--- config.mk ---
export PLATFORM = sky130hd
export DESIGN_NAME = text_scan_sequencer
export DESIGN_NICKNAME = d
export VERILOG_FILES = /design/src/rtl/text_scan_sequencer.sv
export SDC_FILE = /design/constraint.sdc
export NUM_CORES = 1
export LEC_CHECK = 0
export BUFFER_PORTS_ARGS = -buffer_cell sky130_fd_sc_hd__clkbuf_2
export CAP_MARGIN = 10
export CORE_UTILIZATION = 57
export CTS_BUF_LIST = sky130_fd_sc_hd__clkbuf_16
export CTS_CLUSTER_DIAMETER = 200
export DETAILED_ROUTE_END_ITERATION = 6
export PLACE_DENSITY = 0.85
export RECOVER_POWER = 25
export REMOVE_ABC_BUFFERS = 1
export SLEW_MARGIN = 30
export SYNTH_ARGS = -nofsm -noshare
export SYNTH_HDL_FRONTEND = slang
export SYNTH_SLANG_ARGS = --single-unit
--- constraint.sdc ---
create_clock -name clk -period 4.95 [get_ports clk]
set_input_delay 0.495 -clock clk [delete_from_list [all_inputs] [get_ports clk]]
set_output_delay 0.495 -clock clk [all_outputs]
set_load 0.01 [all_outputs]
--- src/rtl/text_scan_sequencer.sv ---
// Raster timing, text-buffer fetch and CPU write arbitration for the VGA text pipeline.
// Optional cursor blink on the fetched cell is enabled by defining CURSOR_BLINK_EN.
module text_scan_sequencer #(
   parameter int unsigned H_ACTIVE = 640,
   parameter int unsigned H_FP     = 16,
   parameter int unsigned H_SYNC   = 96,
   parameter int unsigned H_BP     = 48,
   parameter int unsigned V_ACTIVE = 480,
   parameter int unsigned V_FP     = 10,
   parameter int unsigned V_SYNC   = 2,
   parameter int unsigned V_BP     = 33,
   parameter int unsigned COLS     = 80,
   parameter int unsigned ROWS     = 30
) (
   input  logic        clk,
   input  logic        rst_n,
   input  logic        cpu_wr_valid,
   output logic        cpu_wr_ready,
   input  logic [11:0] cpu_wr_addr,
   input  logic [7:0]  cpu_wr_data,
   input  logic [11:0] cursor_addr,
   output logic [11:0] tb_addr,
   output logic        tb_we,
   output logic [7:0]  tb_wdata,
   input  logic [7:0]  tb_rdata,
   output logic [7:0]  caracter,
   output logic [2:0]  columna,
   output logic [3:0]  fila,
   output logic        hsync,
   output logic        vsync,
   output logic        VGA_blank
);

   localparam logic [9:0]  H_ACT  = 10'(H_ACTIVE);
   localparam logic [9:0]  H_LAST = 10'(H_ACTIVE + H_FP + H_SYNC + H_BP - 1);
   localparam logic [9:0]  HS_BEG = 10'(H_ACTIVE + H_FP);
   localparam logic [9:0]  HS_END = 10'(H_ACTIVE + H_FP + H_SYNC - 1);
   localparam logic [9:0]  V_ACT  = 10'(V_ACTIVE);
   localparam logic [9:0]  V_LAST = 10'(V_ACTIVE + V_FP + V_SYNC + V_BP - 1);
   localparam logic [9:0]  VS_BEG = 10'(V_ACTIVE + V_FP);
   localparam logic [9:0]  VS_END = 10'(V_ACTIVE + V_FP + V_SYNC - 1);
   localparam logic [11:0] CELLS  = 12'(COLS * ROWS);
   localparam logic [11:0] COLS_W = 12'(COLS);

   logic [9:0]  h, v;
   logic [11:0] row_base;
   logic        h_last, v_last;
   logic        fetch, fetch_d;
   logic [11:0] fetch_addr;
   logic        wr_fire;
   logic [11:0] addr_hold;
   logic        hs_raw, vs_raw, bl_raw;
   logic        hs1, vs1, bl1;
   logic [2:0]  col1;
   logic [3:0]  fil1;
   logic [7:0]  cap_char;

   always_comb begin
      h_last     = (h == H_LAST);
      v_last     = (v == V_LAST);
      fetch      = (v < V_ACT) && (h < H_ACT) && (h[2:0] == 3'd0);
      fetch_addr = row_base + {5'd0, h[9:3]};
      hs_raw     = !((h >= HS_BEG) && (h <= HS_END));
      vs_raw     = !((v >= VS_BEG) && (v <= VS_END));
      bl_raw     = (h >= H_ACT) || (v >= V_ACT);
   end

   // row_base tracks row*COLS by accumulation, stepping after the 16th line of each text row
   always_ff @(posedge clk) begin
      if (!rst_n) begin
         h        <= '0;
         v        <= '0;
         row_base <= '0;
      end else if (h_last) begin
         h <= '0;
         if (v_last) begin
            v        <= '0;
            row_base <= '0;
         end else begin
            v <= v + 10'd1;
            if ((v[3:0] == 4'hF) && (v < V_ACT))
               row_base <= row_base + COLS_W;
         end
      end else begin
         h <= h + 10'd1;
      end
   end

   // Buffer port: display fetch wins; other cycles serve the CPU, else hold the address
   always_comb begin
      cpu_wr_ready = rst_n && !fetch;
      wr_fire      = cpu_wr_valid && cpu_wr_ready;
      tb_we        = wr_fire && (cpu_wr_addr < CELLS);
      tb_wdata     = cpu_wr_data;
      if (!rst_n)
         tb_addr = '0;
      else if (fetch)
         tb_addr = fetch_addr;
      else if (wr_fire)
         tb_addr = cpu_wr_addr;
      else
         tb_addr = addr_hold;
   end

`ifdef CURSOR_BLINK_EN
   logic [5:0]  frame_cnt;
   logic [11:0] fetch_idx_d;

   always_ff @(posedge clk) begin
      if (!rst_n) begin
         frame_cnt   <= '0;
         fetch_idx_d <= '0;
      end else begin
         if (h_last && v_last)
            frame_cnt <= frame_cnt + 6'd1;
         fetch_idx_d <= fetch_addr;
      end
   end

   always_comb begin
      cap_char = tb_rdata;
      if (frame_cnt[5] && (fetch_idx_d == cursor_addr))
         cap_char = 8'hDB;
   end
`else
   logic unused_cursor;

   always_comb begin
      unused_cursor = ^cursor_addr;
      cap_char      = tb_rdata;
   end
`endif

   // Two-stage pipe so the sync/blank/glyph position line up with the captured character
   always_ff @(posedge clk) begin
      if (!rst_n) begin
         addr_hold <= '0;
         fetch_d   <= 1'b0;
         hs1       <= 1'b1;
         vs1       <= 1'b1;
         bl1       <= 1'b1;
         col1      <= '0;
         fil1      <= '0;
         hsync     <= 1'b1;
         vsync     <= 1'b1;
         VGA_blank <= 1'b1;
         columna   <= '0;
         fila      <= '0;
         caracter  <= '0;
      end else begin
         addr_hold <= tb_addr;
         fetch_d   <= fetch;
         hs1       <= hs_raw;
         vs1       <= vs_raw;
         bl1       <= bl_raw;
         col1      <= h[2:0];
         fil1      <= v[3:0];
         hsync     <= hs1;
         vsync     <= vs1;
         VGA_blank <= bl1;
         columna   <= col1;
         fila      <= fil1;
         if (fetch_d)
            caracter <= cap_char;
      end
   end

endmodule

==> metrics.cfg <==
[clock_tree]
cts_tree=yes
cts_setup_buffers=0
cts_resized=0
cts_sinks=69
root_buffer=clkbuf_16
clk_latency_ps=330
clk_path_buf_depth=2
path_clk_slew_ps=60
h-tree-depth=3
cts_made_buffers=9
cts_hold_buf=0

[layout]
nNetsFinal=431
area_growth_pct=14.5
layout-drive-gt1-share_pct=15.1
antenna-diode-count=0

[route]
wirelength_um=6460
vias=2595
viasPerCell=5.69
first_pass_iters=4
route.detailed.drc=0
wl_per_cell_um=14.2
final_antenna_net_count=0
drt_iter0_markers=167

[sta]
max_freq_ghz=0.373
hold_viol_final=0
grt_setup_unrepaired=false
holdWs_ps=400
slew_viol_final=0
fin_crit_sh_pct=54.1
relSlewSlack_pct=25.0
tightestPinTransition_ps=1120
clock_skew_ps=7.82
final-setup-viol-count=0
fin_tns_setup_ps=0
post-route-min-period_ps=2680

[setup_path]
start_kind=primary input
cp.required_ps=4450
crit_type=primary input to output port
crit_fanout=48
critPathMaxStageDelay_ps=800
cpMaxStageDelayCell=clkbuf_1
crit_path_end_kind=output port
crit_buf_inv=3
cp_top_family=buffers and inverters
cp_cell_sequence=clkbuf_1, buf_4, o211a_1, clkbuf_2
critPathArrivalTime_ps=2180

[die]
pin_count=83
core_um2=5570
initial_core_util_pct=60.0
dieArea_um2=6180
row_count=27
die_w_um=78.6
die_h_um=78.6

[logic_synthesis]
synthTopCellsByArea=dfxtp_1, mux2i_1, o211a_1, and2_1, ha_1
synthCells=344
ys_seq_elements=69
synthFlopType=dfxtp_1
ys_async_sr_fraction_pct=0
avgSynthCellArea_um2=9.73
synth_mux_area_share_pct=7.78
yosysTopAreaCell=dfxtp_1
synthDistinctLibCells=45
synth_top_family_by_area=simple AND/OR/NAND/NOR gates
syn_area_um2=3350
synthXorXnorAreaFrac_pct=4.71
yosys.area.top_type_share_pct=41.3
synth-simple-area-share_pct=19.4
synth_edf_count=0
yosys_warnings=0
ys_seq_area_share_pct=41.3
synth_compound_gate_area_share_pct=17.7
synth_fa_ha_area_share_pct=3.36

[global_route]
grtUsageTotal_pct=22.2
antenna_found_initial=0
grt_pass1_vias=2418
grt_pass1_wl_um=10700
overflow=0
grt_max_degree=49

[power]
power_density_nw_per_um2=358
ir_drop_uv=203
cellLeakagePower_nw=1.79
power.total_w=0.00137

[hold_path]
hold_path_class=flop to flop

[run]
maxCapViolCount=0

[place]
port_buffers=54
gp_congestion=0.821
hpwl_um=4190

[outcome]
outcome=finished clean

## synthesized netlist by cell type, types with 3 or more instances
cell and number:
xnor2_1 7, o211ai_1 7, a211oi_1 4, nand4_1 6, a21oi_1 9, o211a_1 25
inv_1 5, nand2_1 26, xor2_1 11, nand2b_1 4, dfxtp_1 69, ha_1 9
or3_1 4, mux2i_1 26, nor2_1 10, and3_1 8, buf_4 9, buf_2 5
and2_1 18, o21ai_0 12, o31ai_1 3, nand3_1 7, nor2b_1 16, clkbuf_1 16
## through the flow
step / utilization [%] / setup slack (ps) / instance area, µm² / instances
finish: 68.8 / 2270 / 3830 / 456
global route: 68.8 / 2110 / 3830 / 456
CTS: 69.2 / 2400 / 3860 / 456
detailed placement: 63.6 / 2570 / 3550 / 440
global placement: 63.6 / 2640 / 3550 / 440
floorplan: - / 2380 / 3170 / 312
## final timing paths
kind                             from    endpoint  slack [ps]  cells after the start
worst min-delay path              hs1       hsync         400                      1
worst max-delay path            rst_n  tb_addr[5]        2270                      4
worst max register to register   h[0]        v[7]        2500                      5
worst min register to register    hs1       hsync         400                      1
## cells in the final DEF (no fill, tap or decap), types with 6 or more instances in the layout
cell       synthesis  final
a21oi_1            9      9
clkbuf_16          0      9
ha_1               9      9
nand4_1            6      6
mux2i_1           26     26
clkbuf_2           0     35
dfxtp_1           69     69
nand3_1            7      7
and3_1             8      8
inv_1              5      8
o21ai_0           12     12
nand2_1           26     26
nor2b_1           16     16
clkbuf_1          16     19
nor2_1            10     10
xor2_1            11     11
o211ai_1           7      7
xnor2_1            7      7
o211a_1           25     25
and2_1            18     18
## power by group
part | internal [W] | total (W) | switching, W
Sequential | 0.000577 | 0.000588 | 0.0000113
Clock | 0.000434 | 0.000664 | 0.000230
Combinational | 0.0000548 | 0.000119 | 0.0000644
Total | 0.00107 | 0.00137 | 0.000305
## metal layers
metal	global-route usage (%)	vias to the layer above	wire (µm)
met3	7.79	14	482
li1	-	1291	-
met4	12.8	0	129
met5	0	-	0
met1	25.1	1197	2810
met2	36.2	93	3040
## area by class of cell
type / count / area (µm²)
inverters: 5 / 18.8
clock inverters: 7 / 83.8
repair buffers: 56 / 262
well taps: 72 / 90.1
fillers: 435 / 1740
clock buffers: 9 / 225
flip-flops and latches: 69 / 1380
multi-input cells: 238 / 1770
## flip-flops by register name, summed over array words and instances (netlist names), 3 cells and up
name	count
fil1	4
row_base	8
fila	4
columna	3
col1	3
h	10
v	10
addr_hold	12
caracter	8
## kinds of logic after synthesis
logic type	Yosys count
buf+inv	37
flops	69
compound gates	71
fa+ha+maj	9
simple gates	114
xor+xnor	18
mux	26
Power figures use the tool's default switching activity.
